==> config.mk <==
export PLATFORM = sky130hd
export DESIGN_NAME = instruction_encoder
export DESIGN_NICKNAME = d
export VERILOG_FILES = /design/src/rtl/instruction_encoder_pkg.sv /design/src/rtl/instruction_encoder_packer.sv /design/src/rtl/instruction_encoder.sv
export SDC_FILE = /design/constraint.sdc
export NUM_CORES = 1
export LEC_CHECK = 0
export ABC_AREA = 1
export ABC_CLOCK_PERIOD_IN_PS = 9600
export BUFFER_PORTS_ARGS = -buffer_cell sky130_fd_sc_hd__buf_2
export CAP_MARGIN = 20
export CORE_MARGIN = 2
export CORE_UTILIZATION = 32
export DETAILED_ROUTE_END_ITERATION = 7
export SYNTH_ARGS = -nofsm -noshare
export SYNTH_HDL_FRONTEND = slang
export SYNTH_SLANG_ARGS = --single-unit
==> constraint.sdc <==
create_clock -name clock -period 9.6 [get_ports clock]
set_clock_uncertainty 0.15 [all_clocks]
set_input_delay 2.88 -clock clock [delete_from_list [all_inputs] [get_ports clock]]
set_output_delay 2.88 -clock clock [all_outputs]
set_load 0.01 [all_outputs]
==> src/rtl/instruction_encoder_pkg.sv <==
// Shared opcode names plus the format and immediate-range definitions
// used by the RV32I instruction encoder.
package instruction_encoder_pkg;

  typedef enum logic [6:0] {
    Load                                   = 7'h03,
    Immediate_Arithmetic                   = 7'h13,
    Add_Upper_Immediate_To_Program_Counter = 7'h17,
    Store                                  = 7'h23,
    Register_Arithmetic                    = 7'h33,
    Load_Upper_Immediate                   = 7'h37,
    Branch                                 = 7'h63,
    Jump_And_Link_Register                 = 7'h67,
    Jump_And_Link                          = 7'h6F
  } opcode_t;

  typedef enum logic [2:0] {
    FORMAT_R,
    FORMAT_I,
    FORMAT_S,
    FORMAT_B,
    FORMAT_U,
    FORMAT_J
  } instruction_format_t;

  typedef enum logic {
    IDLE,
    EXPAND
  } encoder_state_t;

  localparam logic signed [31:0] IMM12_MIN  = -32'sd2048;
  localparam logic signed [31:0] IMM12_MAX  = 32'sd2047;
  localparam logic signed [31:0] BRANCH_MIN = -32'sd4096;
  localparam logic signed [31:0] BRANCH_MAX = 32'sd4094;
  localparam logic signed [31:0] JUMP_MIN   = -32'sd1048576;
  localparam logic signed [31:0] JUMP_MAX   = 32'sd1048574;

  function automatic instruction_format_t format_of(logic [6:0] opcode);
    case (opcode_t'(opcode))
      Load, Immediate_Arithmetic, Jump_And_Link_Register: format_of = FORMAT_I;
      Store:                                              format_of = FORMAT_S;
      Branch:                                             format_of = FORMAT_B;
      Add_Upper_Immediate_To_Program_Counter,
      Load_Upper_Immediate:                               format_of = FORMAT_U;
      Jump_And_Link:                                      format_of = FORMAT_J;
      default:                                            format_of = FORMAT_R;
    endcase
  endfunction

endpackage

==> src/rtl/instruction_encoder_packer.sv <==
// Combinational RV32I packer: decodes the format from the opcode, packs the
// fields and flags immediates the format cannot represent.
module instruction_packer
  import instruction_encoder_pkg::*;
(
  input  logic [6:0]  opcode,
  input  logic [4:0]  rd,
  input  logic [4:0]  rs1,
  input  logic [4:0]  rs2,
  input  logic [2:0]  funct3,
  input  logic [6:0]  funct7,
  input  logic [31:0] immediate,
  output logic [31:0] instruction,
  output logic        error
);

  instruction_format_t format;
  logic signed [31:0]  signed_imm;
  logic [31:0]         packed_word;
  logic                range_error;

  always_comb begin
    format      = format_of(opcode);
    signed_imm  = $signed(immediate);
    packed_word = '0;
    range_error = 1'b0;
    case (format)
      FORMAT_I: begin
        packed_word = {immediate[11:0], rs1, funct3, rd, opcode};
        range_error = (signed_imm < IMM12_MIN) || (signed_imm > IMM12_MAX);
      end
      FORMAT_S: begin
        packed_word = {immediate[11:5], rs2, rs1, funct3, immediate[4:0], opcode};
        range_error = (signed_imm < IMM12_MIN) || (signed_imm > IMM12_MAX);
      end
      FORMAT_B: begin
        packed_word = {immediate[12], immediate[10:5], rs2, rs1, funct3,
                       immediate[4:1], immediate[11], opcode};
        range_error = (signed_imm < BRANCH_MIN) || (signed_imm > BRANCH_MAX) ||
                      immediate[0];
      end
      FORMAT_U: begin
        packed_word = {immediate[31:12], rd, opcode};
        range_error = |immediate[11:0];
      end
      FORMAT_J: begin
        packed_word = {immediate[20], immediate[10:1], immediate[11],
                       immediate[19:12], rd, opcode};
        range_error = (signed_imm < JUMP_MIN) || (signed_imm > JUMP_MAX) ||
                      immediate[0];
      end
      default: packed_word = {funct7, rs2, rs1, funct3, rd, opcode};
    endcase
    // An unencodable request still produces a word, but a zero one.
    instruction = range_error ? 32'h0 : packed_word;
    error       = range_error;
  end

endmodule

==> src/rtl/instruction_encoder.sv <==
// Valid/ready wrapper around the packer: one registered output word, plus
// the two-beat LUI/ADDI expansion of the LI pseudo-op.
module instruction_encoder
  import instruction_encoder_pkg::*;
(
  input  logic        clock,
  input  logic        reset,
  input  logic        in_valid,
  output logic        in_ready,
  input  logic [6:0]  opcode,
  input  logic [4:0]  rd,
  input  logic [4:0]  rs1,
  input  logic [4:0]  rs2,
  input  logic [2:0]  funct3,
  input  logic [6:0]  funct7,
  input  logic [31:0] immediate,
  input  logic        load_immediate,
  output logic        out_valid,
  input  logic        out_ready,
  output logic [31:0] instruction,
  output logic        error
);

  encoder_state_t state, next_state;
  logic [4:0]  li_rd;
  logic [11:0] li_lo;
  logic        accept, out_fire, li_fits, load_word;
  logic [31:0] li_upper;
  logic [6:0]  p_opcode;
  logic [4:0]  p_rd, p_rs1, p_rs2;
  logic [2:0]  p_funct3;
  logic [6:0]  p_funct7;
  logic [31:0] p_immediate, p_instruction;
  logic        p_error;

  assign in_ready = !reset && (state == IDLE) && (!out_valid || out_ready);
  assign accept   = in_valid && in_ready;
  assign out_fire = out_valid && out_ready;
  assign li_fits  = (immediate[31:11] == {21{immediate[11]}});
  // Rounding by 0x800 makes the sign-extended low 12 bits land back on imm.
  assign li_upper = (immediate + 32'h0000_0800) & 32'hFFFF_F000;

  // Steer the packer: the latched ADDI in EXPAND, LI rewrites, or the raw request.
  always_comb begin
    p_opcode    = opcode;
    p_rd        = rd;
    p_rs1       = rs1;
    p_rs2       = rs2;
    p_funct3    = funct3;
    p_funct7    = funct7;
    p_immediate = immediate;
    if (state == EXPAND) begin
      p_opcode    = Immediate_Arithmetic;
      p_rd        = li_rd;
      p_rs1       = li_rd;
      p_rs2       = 5'd0;
      p_funct3    = 3'd0;
      p_funct7    = 7'd0;
      p_immediate = {{20{li_lo[11]}}, li_lo};
    end else if (load_immediate) begin
      p_rs1    = 5'd0;
      p_rs2    = 5'd0;
      p_funct3 = 3'd0;
      p_funct7 = 7'd0;
      if (li_fits) begin
        p_opcode = Immediate_Arithmetic;
      end else begin
        p_opcode    = Load_Upper_Immediate;
        p_immediate = li_upper;
      end
    end
  end

  instruction_packer packer (
    .opcode      (p_opcode),
    .rd          (p_rd),
    .rs1         (p_rs1),
    .rs2         (p_rs2),
    .funct3      (p_funct3),
    .funct7      (p_funct7),
    .immediate   (p_immediate),
    .instruction (p_instruction),
    .error       (p_error)
  );

  always_comb begin
    next_state = state;
    load_word  = 1'b0;
    case (state)
      IDLE: begin
        if (accept) begin
          load_word = 1'b1;
          if (load_immediate && !li_fits) next_state = EXPAND;
        end
      end
      EXPAND: begin
        if (out_fire) begin
          load_word  = 1'b1;
          next_state = IDLE;
        end
      end
      default: next_state = IDLE;
    endcase
  end

  always_ff @(posedge clock) begin
    if (reset) state <= IDLE;
    else       state <= next_state;
  end

  always_ff @(posedge clock) begin
    if (reset) begin
      out_valid   <= 1'b0;
      instruction <= 32'h0;
      error       <= 1'b0;
      li_rd       <= 5'd0;
      li_lo       <= 12'd0;
    end else begin
      if (load_word) begin
        out_valid   <= 1'b1;
        instruction <= p_instruction;
        error       <= p_error;
      end else if (out_fire) begin
        out_valid <= 1'b0;
      end
      if (accept && load_immediate && !li_fits) begin
        li_rd <= rd;
        li_lo <= immediate[11:0];
      end
    end
  end

endmodule
==> impl_metrics.sql, run 1 <==
INSERT INTO impl_metrics (metric_group, metric, value, unit) VALUES
('status', 'outcome', 'finished clean', ''),
('clock_network', 'post_cts.repair.setup_buffers', '0', ''),
('final_layout', 'instances_no_fill', '1009', ''),
('route', 'wirelength', '14080', 'µm'),
('floorplanning', 'initial_core_utilization', '32.52', '%'),
('power_and_ir_drop', 'power_density', '119.7', 'mW/mm²'),
('logic_synthesis', 'synth_sequential_area_ratio', '24.27', '%'),
('timing', 'max_freq', '154.4', 'MHz'),
('worst_setup_path', 'cp_data_arrival_time', '3450', 'ps'),
('clock_network', 'hold_buffers', '0', ''),
('worst_setup_path', 'crit_path_start_kind', 'input port', ''),
('final_layout', 'layout.nets', '902', ''),
('route', 'detail_route.wirelength.met1', '6781', 'µm'),
('worst_setup_path', 'endpoint_kind', 'primary output', ''),
('floorplanning', 'placeableCoreArea', '0.01319', 'mm²'),
('timing', 'setup_viol', '0', ''),
('floorplanning', 'rows', '42', ''),
('route', 'detail_route.wl_per_cell', '13.95', 'µm'),
('logic_synthesis', 'ys_warn_count', '0', ''),
('placed_design', 'port-buffer-count', '103', ''),
('timing', 'post-route-worst-setup-slack', '3125', 'ps'),
('logic_synthesis', 'synth.lib_cells_used.distinct', '33', ''),
('route', 'ant_nets', '0', ''),
('clock_network', 'tritoncts', 'built', ''),
('timing', 'slew_viols_final', '0', ''),
('timing', 'unrepaired_setup_endpoints_after_global_routing', 'false', ''),
('logic_synthesis', 'synth_area', '0.004289', 'mm²'),
('route', 'dr.max_layer_used', 'met4', ''),
('floorplanning', 'floorplan.die_area', '0.01435', 'mm²'),
('placed_design', 'place_ws', '2804', 'ps'),
('clock_network', 'clkSlewWorstSetupHoldPaths', '70', 'ps'),
('logic_synthesis', 'synth_cells', '755', ''),
('global_route', 'track_usage', '19.80', '%'),
('logic_synthesis', 'synth.net_count', '825', ''),
('job', 'max_cap_viol_count', '0', ''),
('final_layout', 'final_core_utilization', '38.02', '%'),
('floorplanning', 'ios', '104', ''),
('route', 'drtIter0Drc', '424', ''),
('timing', 'share_of_the_clock_period_used_by_the_worst_path_after_layout', '67.45', '%'),
('floorplanning', 'die_height', '119.8', 'µm'),
('clock_network', 'tritoncts_num_sinks', '52', ''),
('worst_setup_path', 'worst-path-max-fanout', '8', ''),
('final_layout', 'n_antenna_cell', '0', ''),
('route', 'route.detailed.vias_per_inst', '5.006', ''),
('clock_network', 'worstSkewPairLatency', '290', 'ps'),
('placed_design', 'gp_routability_congestion', '0.9513', ''),
('route', 'met3_wire_length', '994', 'µm'),
('clock_network', 'post_cts_resize_count', '0', ''),
('power_and_ir_drop', 'max-vdd-ir-drop', '0.08192', 'mV'),
('worst_setup_path', 'critPathKind', 'in2out', ''),
('final_layout', 'area.growth.synth_to_final', '16.92', '%'),
('clock_network', 'h-tree-depth', '2', ''),
('global_route', 'first_global_vias', '4705', ''),
('timing', 'worst_pin_slew', '781.9', 'ps'),
('logic_synthesis', 'syn_avg_cell_area', '5.681', 'µm²'),
('hold_path', 'min_path_type', 'reg2reg', ''),
('global_route', 'pin_count_of_the_biggest_net_entering_global_routing', '79', ''),
('final_layout', 'filler_cell_count', '1529', ''),
('final_layout', 'post_route_cells_drive_above_1_share', '17.65', '%'),
('timing', 'hold_viol_final', '0', ''),
('worst_setup_path', 'required', '6570', 'ps'),
('global_route', 'grt_pass1_wl', '23110', 'µm'),
('route', 'detailroute.via_count', '5051', ''),
('floorplanning', 'fp.dieW', '119.8', 'µm'),
('global_route', 'number_of_antenna_violations_at_the_first_check_in_global_routing', '0', ''),
('timing', 'fin_crit', '6475', 'ps'),
('placed_design', 'post-dp-hpwl', '10940', 'µm'),
('timing', 'timing.max_slew.rel_slack', '47.87', '%'),
('route', 'drt_drc_violations_left', '0', ''),
('route', 'first_pass_iters', '5', ''),
('route', 'detailroute.wirelength.met2', '5989', 'µm'),
('placed_design', 'dpl-instance-area', '0.004861', 'mm²'),
('timing', 'final_setup_tns', '0', 'ps'),
('final_layout', 'stdcell_area', '0.005015', 'mm²'),
('power_and_ir_drop', 'leakage', '2.468', 'nW'),
('logic_synthesis', 'ys_ff_latch', '52', ''),
('placed_design', 'number_of_cells_in_the_design_after_placement', '1000', ''),
('clock_network', 'total_clock_buffers_created_by_cts', '5', ''),
('clock_network', 'cts_max_path_buffers', '2', ''),
('final_layout', 'final-seq-area', '0.001041', 'mm²'),
('global_route', 'grt_overflow', '0', ''),
('clock_network', 'root_buffer', 'sky130_fd_sc_hd__clkbuf_16', ''),
('final_layout', 'multi_input_logic_area', '0.002803', 'mm²');
-- final cells by class --
type	instances	area share, %
Sequential cell	52	20.76
Inverter	65	4.865
Clock buffer	6	2.570
Tap cell	176	4.391
Clock inverter	2	0.2745
Timing Repair Buffer	109	11.25
Multi-Input combinational cell	599	55.89
-- sequential cells by signal, indices dropped and copies added, names as in the netlist --
signal,flops
error,1
instruction,32
li_lo,12
li_rd,5
out_valid,1
state,1
-- routing by layer --
layer	vias to the layer above	GRT usage, %
li1	2652	-
met1	2179	28.07
met2	200	31.43
met3	20	2.614
met4	0	5.588
met5	-	0
-- synth_stat cells --
library cell | number | area [µm²]
sky130_fd_sc_hd__nor4_1 | 2 | 12.51
sky130_fd_sc_hd__o211ai_1 | 25 | 187.7
sky130_fd_sc_hd__and3_1 | 1 | 6.260
sky130_fd_sc_hd__buf_1 | 1 | 3.750
sky130_fd_sc_hd__a22oi_1 | 5 | 37.54
sky130_fd_sc_hd__o21bai_1 | 1 | 7.510
sky130_fd_sc_hd__buf_6 | 6 | 67.56
sky130_fd_sc_hd__dfxtp_1 | 52 | 1041
sky130_fd_sc_hd__o2111ai_1 | 1 | 8.760
sky130_fd_sc_hd__o21ai_2 | 1 | 8.760
sky130_fd_sc_hd__buf_2 | 7 | 35.03
sky130_fd_sc_hd__a21oi_2 | 10 | 87.58
sky130_fd_sc_hd__clkbuf_1 | 24 | 90.09
sky130_fd_sc_hd__o221ai_1 | 4 | 35.03
sky130_fd_sc_hd__nand2_2 | 6 | 37.54
sky130_fd_sc_hd__clkinv_1 | 3 | 11.26
sky130_fd_sc_hd__buf_4 | 1 | 7.510
sky130_fd_sc_hd__o21ai_1 | 3 | 15.01
sky130_fd_sc_hd__inv_2 | 6 | 22.52
sky130_fd_sc_hd__nand3_1 | 73 | 365.4
sky130_fd_sc_hd__inv_1 | 56 | 210.2
sky130_fd_sc_hd__nor2_1 | 83 | 311.6
sky130_fd_sc_hd__nand3_2 | 4 | 40.04
sky130_fd_sc_hd__nand3b_1 | 4 | 30.03
sky130_fd_sc_hd__nor3_1 | 13 | 65.06
sky130_fd_sc_hd__nand3_4 | 1 | 17.52
sky130_fd_sc_hd__a21oi_1 | 53 | 265.3
sky130_fd_sc_hd__o21ai_0 | 38 | 190.2
sky130_fd_sc_hd__xnor2_1 | 1 | 8.760
sky130_fd_sc_hd__nand2_1 | 253 | 949.7
sky130_fd_sc_hd__nand4_1 | 14 | 87.58
sky130_fd_sc_hd__ha_1 | 1 | 12.51
sky130_fd_sc_hd__nor2_2 | 2 | 12.51
-- report_power, final --
part	switching, mW	total (mW)	internal, mW	leakage, nW
Clock	0.0846	0.182	0.0976	0.0712
Sequential	0.00756	0.238	0.230	0.425
Combinational	0.122	0.180	0.0580	1.97
Total	0.214	0.600	0.386	2.47
-- worst max-delay path: stages --
cell and delay (ps):
sky130_fd_sc_hd__buf_2 160, sky130_fd_sc_hd__nor3_1 230, sky130_fd_sc_hd__buf_2 170
-- final timing paths --
kind / end / cells past startpoint / start / slack [ps]
worst max-delay path: in_ready / 3 / reset / 3120
worst min-delay path: instruction[8] / 2 / instruction[8] / 320
worst min register to register: instruction[8] / 2 / instruction[8] / 320
worst max register to register: error / 17 / state / 5870
-- cell families (layout without fill, tap and decap cells) --
family / Yosys count / after routing / synth area share, %
buf+inv: 104 / 182 / 10.44
fa+ha+maj: 1 / 1 / 0.2917
xor+xnor: 1 / 1 / 0.2042
compound gates: 141 / 141 / 19.66
simple gates: 456 / 456 / 45.13
flops: 52 / 52 / 24.27
-- metrics by stage --
step / hold WS, ps / total power [mW]
3_3_place_gp: 305.9 / 0.4211
6_report: 318.9 / 0.6002
5_1_grt: 350.4 / 0.6372
4_1_cts: 321.9 / 0.6019
3_5_place_dp: 307.9 / 0.4201
2_1_floorplan: 294.2 / 0.3623
-- placed cells by master (no fill, tap or decap), types with 4 or more instances in the layout --
cell / n
sky130_fd_sc_hd__nand2_2: 7
sky130_fd_sc_hd__nor3_1: 13
sky130_fd_sc_hd__nand2_1: 252
sky130_fd_sc_hd__inv_2: 6
sky130_fd_sc_hd__nand3b_1: 4
sky130_fd_sc_hd__buf_4: 5
sky130_fd_sc_hd__o21ai_0: 38
sky130_fd_sc_hd__dfxtp_1: 52
sky130_fd_sc_hd__clkbuf_16: 5
sky130_fd_sc_hd__inv_1: 56
sky130_fd_sc_hd__o211ai_1: 25
sky130_fd_sc_hd__o221ai_1: 4
sky130_fd_sc_hd__a22oi_1: 5
sky130_fd_sc_hd__nor2_1: 83
sky130_fd_sc_hd__nand4_1: 14
sky130_fd_sc_hd__nand3_1: 73
sky130_fd_sc_hd__a21oi_2: 10
sky130_fd_sc_hd__a21oi_1: 53
sky130_fd_sc_hd__buf_2: 103
sky130_fd_sc_hd__nand3_2: 4
Power figures use the tool's default switching activity.
==> run 2: changes to the inputs <==
--- a/config.mk
+++ b/config.mk
@@ -5,8 +5,8 @@
 export SDC_FILE = /design/constraint.sdc
 export NUM_CORES = 1
 export LEC_CHECK = 0
-export ABC_AREA = 1
-export ABC_CLOCK_PERIOD_IN_PS = 9600
+export ABC_AREA = 0
+export ABC_CLOCK_PERIOD_IN_PS = 6630
 export BUFFER_PORTS_ARGS = -buffer_cell sky130_fd_sc_hd__buf_2
 export CAP_MARGIN = 20
 export CORE_MARGIN = 2
==> constraint.sdc (replaced) <==
create_clock -name clock -period 6.63 [get_ports clock]
set_clock_uncertainty 0.15 [all_clocks]
set_input_delay 1.989 -clock clock [delete_from_list [all_inputs] [get_ports clock]]
set_output_delay 1.989 -clock clock [all_outputs]
set_load 0.01 [all_outputs]
==> run 2 against run 1 <==
Sequential power increased by 41%. Sequential share of layout area increased by 1.0 points. First-iteration DRC count decreased by 8.3%. Flip-flop and latch count unchanged. Combinational power increased by 12%.
==> impl_metrics.sql, run 2 <==
INSERT INTO impl_metrics (metric_group, metric, value, unit) VALUES
('placed_design', 'port-buffer-count', '103', ''),
('worst_setup_path', 'crit-reg2reg-capture', 'instruction[1]', ''),
('final_layout', 'reg_top3', 'instruction: 32 flops, li_lo: 12 flops, li_rd: 5 flops', ''),
('clock_network', 'cts_max_path_buffers', '2', ''),
('worst_setup_path', 'critPathKind', 'in2reg', ''),
('power_and_ir_drop', 'p_int', '0.5490', 'mW'),
('worst_setup_path', 'crit_end', 'instruction[1]', ''),
('logic_synthesis', 'ys_warn_count', '0', ''),
('worst_setup_path', 'timing.reg2reg.worst_path_depth', '9', ''),
('placed_design', 'post-dp-hpwl', '11750', 'µm'),
('logic_synthesis', 'synth_top_cells_by_count', '120 x sky130_fd_sc_hd__nand2_1, 52 x sky130_fd_sc_hd__dfxtp_1, 45 x sky130_fd_sc_hd__o21ai_0', ''),
('logic_synthesis', 'synth_top_area_share', '25.84', '%'),
('hold_path', 'min_path_type', 'reg2reg', ''),
('timing', 'worst_pin_slew', '822.0', 'ps'),
('route', 'detailroute.via_count', '4839', ''),
('job', 'max_cap_viol_count', '0', ''),
('power_and_ir_drop', 'leakage', '1.831', 'nW'),
('worst_setup_path', 'cp_data_arrival_time', '5890', 'ps'),
('power_and_ir_drop', 'power.total', '0.8079', 'mW'),
('logic_synthesis', 'synth_cells', '577', ''),
('floorplanning', 'die_height', '116.2', 'µm'),
('logic_synthesis', 'synth_sequential_area_ratio', '25.84', '%'),
('final_layout', 'n_antenna_cell', '0', ''),
('worst_setup_path', 'crit_start', 'immediate[11]', ''),
('timing', 'fin_crit', '5832', 'ps'),
('floorplanning', 'placeableCoreArea', '0.01216', 'mm²'),
('timing', 'setup_viol', '0', ''),
('timing', 'max_freq', '171.5', 'MHz'),
('status', 'outcome', 'finished clean', ''),
('logic_synthesis', 'synth.net_count', '647', ''),
('floorplanning', 'floorplan.die_area', '0.01350', 'mm²'),
('power_and_ir_drop', 'max-vdd-ir-drop', '0.09323', 'mV'),
('timing', 'timing.max_slew.rel_slack', '44.70', '%'),
('clock_network', 'tritoncts', 'built', ''),
('timing', 'hold_viol_final', '0', ''),
('route', 'ant_nets', '0', ''),
('timing', 'final.hold.worst_slack', '297.7', 'ps'),
('route', 'wirelength', '15020', 'µm'),
('logic_synthesis', 'synth_area', '0.004029', 'mm²'),
('clock_network', 'worstSkewPairLatency', '300', 'ps'),
('final_layout', 'area.growth.synth_to_final', '18.66', '%'),
('clock_network', 'post_cts.repair.setup_buffers', '0', ''),
('power_and_ir_drop', 'power_density', '169.0', 'mW/mm²'),
('power_and_ir_drop', 'part_of_the_power_in_combinational_logic', '25.0', '%'),
('power_and_ir_drop', 'net_switching_share_of_the_total_power', '32.05', '%'),
('logic_synthesis', 'synth_enable_flop_cells', '0', ''),
('clock_network', 'clkSlewWorstSetupHoldPaths', '70', 'ps'),
('logic_synthesis', 'library_cell_occupying_the_most_area_in_the_post_synthesis_netlist', 'sky130_fd_sc_hd__dfxtp_1', ''),
('final_layout', 'layout.nets', '723', ''),
('final_layout', 'largest_register', 'instruction', ''),
('global_route', 'track_usage', '22.23', '%'),
('clock_network', 'h-tree-depth', '2', ''),
('worst_setup_path', 'required', '6690', 'ps'),
('timing', 'share_of_the_clock_period_used_by_the_worst_path_after_layout', '87.97', '%'),
('worst_setup_path', 'setup.reg_to_reg.worst_slack', '2640', 'ps'),
('logic_synthesis', 'synth.lib_cells_used.distinct', '71', ''),
('final_layout', 'filler_cell_count', '1284', ''),
('final_layout', 'largest_reg_flops', '32', ''),
('placed_design', 'gp_routability_congestion', '0.8848', ''),
('hold_path', 'min-delay-start', 'instruction[22]', ''),
('route', 'drtIter0Drc', '389', ''),
('route', 'first_pass_iters', '6', ''),
('worst_setup_path', 'worst-path-max-fanout', '28', ''),
('global_route', 'number_of_antenna_violations_at_the_first_check_in_global_routing', '0', ''),
('final_layout', 'instances_no_fill', '822', ''),
('logic_synthesis', 'syn_avg_cell_area', '6.982', 'µm²'),
('final_layout', 'final_common_cell', 'sky130_fd_sc_hd__nand2_1', ''),
('global_route', 'pin_count_of_the_biggest_net_entering_global_routing', '44', ''),
('worst_setup_path', 'rr_startpoint', 'state', ''),
('global_route', 'grt_pass1_wl', '23530', 'µm'),
('timing', 'unrepaired_setup_endpoints_after_global_routing', 'false', ''),
('timing', 'slew_viols_final', '0', ''),
('global_route', 'first_global_vias', '4566', ''),
('power_and_ir_drop', 'power_frac_seq', '41.6', '%'),
('floorplanning', 'rows', '40', ''),
('clock_network', 'tritoncts_num_sinks', '52', ''),
('placed_design', 'number_of_cells_in_the_design_after_placement', '813', ''),
('clock_network', 'total_clock_buffers_created_by_cts', '5', ''),
('worst_setup_path', 'crit_path_start_kind', 'input port', ''),
('logic_synthesis', 'ys_async_sr_fraction', '0', '%'),
('floorplanning', 'ios', '104', ''),
('timing', 'final_setup_tns', '0', 'ps'),
('floorplanning', 'initial_core_utilization', '33.13', '%'),
('logic_synthesis', 'ys_ff_latch', '52', ''),
('power_and_ir_drop', 'switching_power', '0.2589', 'mW'),
('final_layout', 'post_route_cells_drive_above_1_share', '21.87', '%'),
('clock_network', 'root_buffer', 'sky130_fd_sc_hd__clkbuf_16', ''),
('global_route', 'grt_overflow', '0', ''),
('logic_synthesis', 'predominant_post_synthesis_flop_cell', 'sky130_fd_sc_hd__dfxtp_1', ''),
('floorplanning', 'fp.dieW', '116.2', 'µm'),
('power_and_ir_drop', 'clkPwrFrac', '33.4', '%'),
('clock_network', 'post_cts_resize_count', '0', ''),
('clock_network', 'hold_buffers', '0', ''),
('worst_setup_path', 'endpoint_kind', 'flop', ''),
('route', 'detail_route.wl_per_cell', '18.27', 'µm'),
('logic_synthesis', 'synthMostInstantiatedCell', 'sky130_fd_sc_hd__nand2_1', ''),
('route', 'drt_drc_violations_left', '0', ''),
('final_layout', 'final_cell_mix', '120 x sky130_fd_sc_hd__nand2_1, 103 x sky130_fd_sc_hd__buf_2, 51 x sky130_fd_sc_hd__dfxtp_1', ''),
('route', 'route.detailed.vias_per_inst', '5.887', ''),
('logic_synthesis', 'synth.top_cells.by_area', 'sky130_fd_sc_hd__dfxtp_1 26%, sky130_fd_sc_hd__nand2_1 11%, sky130_fd_sc_hd__o21ai_0 5.6%', '');
-- run 2: critical path, stage by stage --
cell	delay [ps]
sky130_fd_sc_hd__buf_2	200
sky130_fd_sc_hd__or4_4	570
sky130_fd_sc_hd__o22a_2	280
sky130_fd_sc_hd__o41ai_1	730
sky130_fd_sc_hd__o31ai_1	190
sky130_fd_sc_hd__nand2b_1	350
sky130_fd_sc_hd__o21ai_0	290
sky130_fd_sc_hd__o2111ai_1	170
sky130_fd_sc_hd__a211oi_2	420
sky130_fd_sc_hd__nand3_4	420
sky130_fd_sc_hd__o21ai_0	300
-- run 2: cell families after synthesis --
kind of cell               share of synthesized area (%)
adders and majority gates                         0.3105
xor gates and xnor gates                           2.609
DFF                                                25.84
and+or+nand+nor                                    31.34
buffers and inverters                              5.124
muxes                                              1.056
AOI/OAI and AO/OA                                  33.73
-- run 2: worst min path at each step --
| stage | endpoint | slack (ps) | cells after the start |
|---|---|---|---|
| 6_report | instruction[22] | 300 | 2 |
| 3_3_place_gp | instruction[31] | 280 | 2 |
| 3_5_place_dp | instruction[22] | 290 | 2 |
| 4_1_cts | instruction[17] | 300 | 2 |
| 5_1_grt | instruction[10] | 320 | 2 |
| 2_1_floorplan | li_rd[2] | 290 | 2 |
-- run 2: power groups by stage --
stage | clock (mW) | combinational [mW] | sequential (mW)
2_1_floorplan | 0 | 0.119 | 0.344
3_3_place_gp | 0 | 0.196 | 0.343
3_5_place_dp | 0 | 0.197 | 0.344
4_1_cts | 0.274 | 0.198 | 0.336
5_1_grt | 0.287 | 0.222 | 0.338
6_report | 0.269 | 0.202 | 0.336
-- run 2: routing by layer --
layer | up-vias | track usage (%) | share of wire, % | wire length (µm)
met5 | - | 0 | 0 | 0
met1 | 2300 | 28.96 | 44 | 6657
met3 | 24 | 3.892 | 7.5 | 1128
met2 | 203 | 37.97 | 47 | 6990
met4 | 0 | 6.032 | 1.6 | 243
li1 | 2312 | - | - | -
-- run 2: layout make-up --
class	count	area [µm²]	area share [%]
Timing Repair Buffer	109	568.0	11.88
Clock inverter	1	7.507	0.1570
Multi-Input combinational cell	478	2784	58.23
Sequential cell	52	1042	21.80
Inverter	7	26.28	0.5496
Tap cell	168	210.2	4.397
Clock buffer	7	142.6	2.984
-- run 2: per-stage QoR --
stage	instance area, µm²	worst slack [ps]	utilization [%]
floorplan	4029	1386	-
global placement	4616	683.2	37.95
detailed placement	4616	575.3	37.95
CTS	4766	876.8	39.19
global route	4781	545.3	39.31
finish	4781	797.8	39.31
